--- src/rtl/brownout_pkg.sv ---
// Shared types and helpers for the brownout digital controller.
package brownout_pkg;

  localparam int TRIP_W = 3;
  localparam int DEC_W  = 8;

  typedef enum logic [2:0] {
    ST_OFF     = 3'd0,
    ST_SETTLE  = 3'd1,
    ST_MONITOR = 3'd2,
    ST_TRIP    = 3'd3,
    ST_HOLD    = 3'd4
  } state_e;

  function automatic logic [DEC_W-1:0] trip_decode(input logic [TRIP_W-1:0] v);
    logic [DEC_W-1:0] onehot;
    onehot    = '0;
    onehot[v] = 1'b1;
    return onehot;
  endfunction

endpackage

--- src/rtl/brownout_dig_sync.sv ---
// Multi-flop synchroniser for one asynchronous comparator output.
module brownout_sync #(
  parameter int SYNC_STAGES = 2
) (
  input  logic osc_ck,
  input  logic rstn,
  input  logic d_i,
  output logic q_o
);

  logic [SYNC_STAGES-1:0] sync_q;

  always_ff @(posedge osc_ck or negedge rstn) begin
    if (!rstn) begin
      sync_q <= '0;
    end else begin
      sync_q <= {sync_q[SYNC_STAGES-2:0], d_i};
    end
  end

  assign q_o = sync_q[SYNC_STAGES-1];

endmodule

--- src/rtl/brownout_dig.sv ---
// Brownout controller: trip decodes, comparator settling blanking and
// minimum-width stretching of the brownout output.
module brownout_dig
  import brownout_pkg::*;
#(
  parameter int SYNC_STAGES   = 2,
  parameter int SETTLE_CYCLES = 64,
  parameter int HOLD_CYCLES   = 1024,
  parameter int HOLD_SHORT    = 16,
  parameter int CNT_W         = 11
) (
  input  logic              osc_ck,
  input  logic              rstn,
  input  logic              ena,
  input  logic [TRIP_W-1:0] otrip,
  input  logic [TRIP_W-1:0] vtrip,
  input  logic              short_hold,
  input  logic              brout_filt,
  input  logic              vunder,
  input  logic              vunder_clr,
  output logic [DEC_W-1:0]  otrip_decoded,
  output logic [DEC_W-1:0]  vtrip_decoded,
  output logic              osc_ena,
  output logic              out_unbuf,
  output logic              vunder_sync,
  output logic              vunder_sticky,
  output logic [2:0]        state_o
);

  localparam logic [CNT_W-1:0] SETTLE_LOAD     = CNT_W'(SETTLE_CYCLES - 1);
  localparam logic [CNT_W-1:0] HOLD_LONG_LOAD  = CNT_W'(HOLD_CYCLES - 1);
  localparam logic [CNT_W-1:0] HOLD_SHORT_LOAD = CNT_W'(HOLD_SHORT - 1);
  localparam logic [CNT_W-1:0] CNT_ONE         = CNT_W'(1);

  logic              brout_s;
  logic              vunder_s;
  state_e            state_q, state_d;
  logic [CNT_W-1:0]  cnt_q, cnt_d;
  logic [TRIP_W-1:0] otrip_q, vtrip_q;
  logic [DEC_W-1:0]  otrip_dec_q, vtrip_dec_q;
  logic              out_q;
  logic              sticky_q, sticky_d;
  logic              trip_chg;
  logic              observing;

  brownout_sync #(.SYNC_STAGES(SYNC_STAGES)) u_sync_brout (
    .osc_ck (osc_ck),
    .rstn   (rstn),
    .d_i    (brout_filt),
    .q_o    (brout_s)
  );

  brownout_sync #(.SYNC_STAGES(SYNC_STAGES)) u_sync_vunder (
    .osc_ck (osc_ck),
    .rstn   (rstn),
    .d_i    (vunder),
    .q_o    (vunder_s)
  );

  // A new trip code retunes the comparator, so it must settle again.
  assign trip_chg = (otrip != otrip_q) || (vtrip != vtrip_q);

  always_comb begin
    state_d = state_q;
    cnt_d   = cnt_q;
    if (!ena) begin
      state_d = ST_OFF;
      cnt_d   = '0;
    end else if (state_q == ST_OFF || trip_chg) begin
      state_d = ST_SETTLE;
      cnt_d   = SETTLE_LOAD;
    end else begin
      case (state_q)
        ST_SETTLE: begin
          if (cnt_q == '0) begin
            state_d = brout_s ? ST_TRIP : ST_MONITOR;
          end else begin
            cnt_d = cnt_q - CNT_ONE;
          end
        end
        ST_MONITOR: begin
          if (brout_s) state_d = ST_TRIP;
        end
        ST_TRIP: begin
          if (!brout_s) begin
            state_d = ST_HOLD;
            cnt_d   = short_hold ? HOLD_SHORT_LOAD : HOLD_LONG_LOAD;
          end
        end
        ST_HOLD: begin
          if (brout_s) begin
            state_d = ST_TRIP;
          end else if (cnt_q == '0) begin
            state_d = ST_MONITOR;
          end else begin
            cnt_d = cnt_q - CNT_ONE;
          end
        end
        default: begin
          state_d = ST_OFF;
          cnt_d   = '0;
        end
      endcase
    end
  end

  assign observing   = (state_q == ST_MONITOR) || (state_q == ST_TRIP) || (state_q == ST_HOLD);
  assign vunder_sync = vunder_s && observing;

  always_comb begin
    sticky_d = sticky_q;
    if (state_q == ST_OFF) begin
      sticky_d = 1'b0;
    end else if (vunder_sync) begin
      sticky_d = 1'b1;
    end else if (vunder_clr) begin
      sticky_d = 1'b0;
    end
  end

  always_ff @(posedge osc_ck or negedge rstn) begin
    if (!rstn) begin
      state_q     <= ST_OFF;
      cnt_q       <= '0;
      otrip_q     <= '0;
      vtrip_q     <= '0;
      otrip_dec_q <= '0;
      vtrip_dec_q <= '0;
      out_q       <= 1'b1;
      sticky_q    <= 1'b0;
    end else begin
      state_q     <= state_d;
      cnt_q       <= cnt_d;
      otrip_q     <= otrip;
      vtrip_q     <= vtrip;
      otrip_dec_q <= ena ? trip_decode(otrip) : '0;
      vtrip_dec_q <= ena ? trip_decode(vtrip) : '0;
      out_q       <= (state_d != ST_MONITOR);
      sticky_q    <= sticky_d;
    end
  end

  assign osc_ena       = ena;
  assign out_unbuf     = out_q;
  assign vunder_sticky = sticky_q;
  assign otrip_decoded = otrip_dec_q;
  assign vtrip_decoded = vtrip_dec_q;
  assign state_o       = state_q;

endmodule

--- config.mk ---
export PLATFORM = sky130hd
export DESIGN_NAME = brownout_dig
export DESIGN_NICKNAME = d
export VERILOG_FILES = /design/src/rtl/brownout_pkg.sv /design/src/rtl/brownout_dig_sync.sv /design/src/rtl/brownout_dig.sv
export SDC_FILE = /design/constraint.sdc
export NUM_CORES = 1
export LEC_CHECK = 0
export ABC_AREA = 0
export CAP_MARGIN = 20
export CORE_MARGIN = 2
export CORE_UTILIZATION = 40
export CTS_CLUSTER_SIZE = 30
export DETAILED_ROUTE_END_ITERATION = 8
export GPL_ROUTABILITY_DRIVEN = 0
export MAX_ROUTING_LAYER = met4
export SYNTH_ARGS = -nofsm -noshare
export SYNTH_HDL_FRONTEND = slang
export SYNTH_SLANG_ARGS = --single-unit
--- constraint.sdc ---
create_clock -name osc_ck -period 2.9 [get_ports osc_ck]
set_input_delay 0.725 -clock osc_ck [delete_from_list [all_inputs] [get_ports osc_ck]]
set_output_delay 0.725 -clock osc_ck [all_outputs]
set_load 0.05 [all_outputs]
Word level (Yosys, flattened, before mapping)

Index checks and enable logic that the tools add are counted.
W data, S select, Z words.

Output and inout port bits: 23
Word-level logic and storage cells: 61
Flip-flop bits (word level): 42
Bits of input ports: 13

Muxes and demuxes: 25
Reduce and logical (&&, ||, !) cells: 11
Magnitude comparators: 4
Eq/ne operators: 10
Add/subtract/negate cells: 1

Operators by type and width:

| cell                    | count |
|---|---|
| $mux W11                | 5 |
| $pmux W11 S4            | 1 |
| $mux W3                 | 7 |
| $mux W8                 | 2 |
| $pmux W3 S4             | 1 |
| $logic_not A11 Y1       | 1 |
| $sub A11 B1 Y11 const B | 1 |
| $mux W10                | 1 |
| $lt A3 B4 Y1 const B    | 2 |
| $ne A4 B4 Y1 const B    | 2 |
| $demux W1 S3            | 2 |
| $eq A3 B2 Y1 const B    | 2 |
| $ge A3 B1 Y1 const B    | 2 |
| $mux W1                 | 6 |
| $ne A3 B3 Y1            | 2 |
| $logic_or A1 B1 Y1      | 4 |
| $eq A3 B1 Y1 const B    | 1 |
| $eq A3 B3 Y1 const B    | 1 |
| $logic_and A1 B1 Y1     | 3 |
| $logic_not A3 Y1        | 1 |
| $ne A3 B2 Y1 const B    | 1 |
| $ne A3 B3 Y1 const B    | 1 |
| $reduce_and A3 Y1       | 1 |
| $reduce_bool A3 Y1      | 1 |

Depth between registers and ports, before layout

Depth in word-level cells: 7
Depth in mapped cells: 7
Gate-level depth less buffers: 7

Modules after synthesis

A second synthesis with hierarchy kept.

Cells, all modules: 179
Area total of the unflattened synthesis: 1928.1 sq um

Modules (own cells, without submodules):

| module        | cells each | instances | area an instance (sq um) |
|---|---|---|---|
| brownout_dig  | 175        | 1         | 1828.0 |
| brownout_sync | 2          | 2         | 50.0 |

Least setup slack after synthesis

Ideal clock, no wire load.

Path kind: register to output
From: reg state_q[0], in the netlist state_o[0]
To: out vunder_sync
Arrival: 1558 ps
Stages on the path, launching flop included: 4
Slack: 617 ps
Path buffers: 1
Data required time: 2175 ps
Cells stage by stage: dfrtp_1 > buf_2 > nor3b_2 > o21a_1

Cells in the longest elaborated chain, start to end: 4
Elaborated cells between the ends (all ways): 6
Classes of those cells: eq/ne (3); reduce/logical (3)

Ends and longest elaborated chain:

| what                   | RTL line            | RTL |
|---|---|---|
| from (decl)            | brownout_dig.sv:37  | `state_e state_q, state_d;` |
| from (signal assigned) | brownout_dig.sv:132 | `state_q <= state_d;` |
| $eq A3 B2 Y1           | brownout_dig.sv:107 | `assign observing = (state_q == ST_MONITOR) \|\| (state_q == ST_TRIP) \|\| (state_q == ST_HOLD);` |
| $logic_or A1 B1 Y1     | brownout_dig.sv:107 |  |
| $logic_or A1 B1 Y1 *   | brownout_dig.sv:107 |  |
| $logic_and A1 B1 Y1 *  | brownout_dig.sv:108 | `assign vunder_sync = vunder_s && observing;` |
| to (decl)              | brownout_dig.sv:25  | `output logic vunder_sync,` |

Every way passes the cells marked *; elsewhere a longest branch is shown, timed or not.

Worst setup path in the final report

From: reg state_q[1], in the netlist state_o[1]
To: out state_o[1]

RTL lines:

| what      | RTL line           | RTL |
|---|---|---|
| to (decl) | brownout_dig.sv:27 | `output logic [2:0] state_o` |

No word-level cell between the ends.

==> flow_summary.json <==
{
  "critPathKind": "reg -> out",
  "p_sw_mw": 0.287,
  "rsz0062_at_grt": "false",
  "drtIter0Drc": 211,
  "crit_path_max_incr_delay_ps": 880,
  "die_area_um2": 5410,
  "ios": 36,
  "finalWirelength_um": 4170,
  "drt-vias-per-instance": 5.40,
  "area_growth_pct": 25.0,
  "slew_headroom_pct": 35.1,
  "synth_commonest_cells": "dfrtp_1 (41), nor2_1 (21), nand2_1 (16), o21ai_0 (11), a31oi_1 (10)",
  "intPower_mw": 0.850,
  "holdBufCountCts": 0,
  "cts_resized": 0,
  "grt_max_degree": 43,
  "fin_crit_sh_pct": 86.4,
  "die_h_um": 73.5,
  "cp_num_cells": 1,
  "antenna_found_initial": 0,
  "grt_util_all_layers_pct": 18.2,
  "max_freq_mhz": 399,
  "hold_viol": 0,
  "drive_above_1_share_pct": 11.1,
  "period_needed_ps": 2510,
  "path_buf_inv": 1,
  "ys_warn_count": 0,
  "num-nets-final": 239,
  "cts_setup_buffers": 0,
  "ir_drop_v": 0.000299,
  "dp_hpwl_um": 2910,
  "syn_avg_cell_area_um2": 10.3,
  "rows": 25,
  "yosysTopAreaCell": "dfrtp_1",
  "first_pass_iters": 4,
  "critPathArrivalTime_ps": 1780,
  "cts_made_buffers": 5,
  "ant_nets": 0,
  "cts_tree": "yes",
  "grt_pass1_vias": 1502,
  "tightestPinTransition_ps": 965,
  "drc_errors": 0,
  "p_clk_share_pct": 33.5,
  "hold_depth": 0,
  "yosysTopAreaCellShare_pct": 53.1,
  "syn_inst": 187,
  "cts_num_sinks": 42,
  "ys_seq_elements": 42,
  "power_frac_comb_pct": 12.3,
  "grtUsageMet1_pct": 22.8,
  "path_max_fanout": 14,
  "synth_most_common_cell": "dfrtp_1",
  "crit_path_start_kind": "flop",
  "final_util_pct": 51.5,
  "skew_ps": 4.41,
  "cp_slowest_cell": "clkdlybuf4s50_1",
  "synth_edf_count": 0,
  "grt_pass1_wl_um": 7130,
  "required_ps": 2170,
  "synth_ff_type": "dfrtp_1",
  "h-tree-depth": 2,
  "pwr-share-seq_pct": 54.3,
  "ys_top_cells_by_area": "dfrtp_1 (53%), nor2_1 (4.1%), a31oi_1 (3.2%), nand2_1 (3.1%), o21ai_0 (2.8%)",
  "synthDistinctLibCells": 44,
  "p_leak_nw": 1.01,
  "r2r_cells": 7,
  "setup_viol": 0,
  "netlist_area_um2": 1930,
  "place.port_buffers": 35,
  "status": "finished clean",
  "p_per_area_nw_per_um2": 471,
  "clk_pin_slew_ps": 70,
  "start_util_pct": 41.2,
  "diodes": 0,
  "cts_root_buf": "clkbuf_8",
  "hold_path_class": "reg -> reg",
  "die_x_um": 73.5,
  "gr-usage-met3_pct": 5.49,
  "end_kind": "output port",
  "grt_use_met2_pct": 27.5,
  "p_sw_share_pct": 25.2,
  "clk_latency_ps": 290,
  "coreArea_um2": 4690,
  "clock_path_buffers": 2,
  "grt_overflow": 0,
  "cpLargestDelayFamily": "buffers and inverters",
  "slew_viol_final": 0,
  "worstPathCellList": "clkdlybuf4s50_1",
  "wire_per_inst_um": 14.9,
  "grt.busiest_layer": "met2",
  "cap_violations": 0,
  "yosysSeqAreaShare_pct": 54.4,
  "num_vias": 1512,
  "async_flop_share_pct": 100,
  "tns_ps": 0,
  "postSynthNetCount": 201
}
-- cell families (layout without fill, tap and decap cells) --
| group | after synthesis | in the layout | share of synthesized area, % |
|---|---|---|---|
| compound gates | 45 | 45 | 15.7 |
| flops | 42 | 42 | 54.4 |
| xor+xnor | 7 | 7 | 3.17 |
| simple gates | 80 | 80 | 22.7 |
| fa+ha+maj | 1 | 1 | 0.647 |
| buf+inv | 12 | 51 | 3.37 |
-- worst register-to-register path, stage by stage (launching register included) --
cell and delay (ps):
dfrtp_1 420, inv_1 80, ha_1 200, nor3b_2 380, nor3b_2 390, a21oi_1 270, o21ai_0 180, a31oi_1 110
-- final timing paths --
path                            slack (ps)                 endpoint                    start
max in group asynchronous             1760               state_o[2]                     rstn
worst min register to register         350  u_sync_vunder.sync_q[1]  u_sync_vunder.sync_q[0]
min in group asynchronous              560            vunder_sticky                     rstn
worst max-delay path                   390               state_o[1]               state_o[1]
worst min-delay path                   350  u_sync_vunder.sync_q[1]  u_sync_vunder.sync_q[0]
worst max register to register         760                 cnt_q[1]                 cnt_q[0]
-- metrics by stage --
stage	hold slack [ps]	area (µm²)	power (mW)	setup slack (ps)	cells
floorplan	331	1930	0.706	617	187
CTS	352	2420	1.15	371	280
global placement	334	2330	0.767	465	272
global route	358	2420	1.19	295	280
finish	351	2420	1.14	394	280
detailed placement	335	2330	0.769	413	272
-- per-layer routing --
layer	up-vias	part of all wire (%)
li1	733	-
met1	722	44
met2	49	48
met3	8	6.8
met4	0	1.6
met5	-	0
-- state kept, by name (all words and copies together) (netlist names) --
name	cells
cnt_q	11
otrip_decoded	8
vtrip_decoded	8
otrip_q	3
state_o	3
vtrip_q	3
u_sync_brout.sync_q	2
u_sync_vunder.sync_q	2
out_unbuf	1
vunder_sticky	1
-- cell usage in the layout (no fill, tap or decap), types with 7 or more instances in the layout --
master           synthesis  routed
dfrtp_1                 41      41
clkdlybuf4s50_1          0      32
nor2_1                  21      21
nand2_1                 16      16
o21ai_0                 11      11
a31oi_1                 10      10
a21oi_1                  9       9
nand2b_1                 8       8
nor3_1                   7       7
-- power groups by stage --
stage          sequential (mW)  clock, mW  combinational (mW)
4_1_cts                  0.617      0.392               0.141
5_1_grt                  0.620      0.421               0.153
2_1_floorplan            0.648          0              0.0582
3_3_place_gp             0.628          0               0.139
6_report                 0.617      0.381               0.140
3_5_place_dp             0.628          0               0.140
-- area by class of cell --
cell class / instances / area, µm²
tap: 54 / 67.6
timing repair buffer: 37 / 368
inverter: 6 / 22.5
clock buffer: 8 / 90.1
sequential: 42 / 1050
multi-input combinational: 133 / 816
fill: 429 / 2280
(Power assumes the default switching activity.)
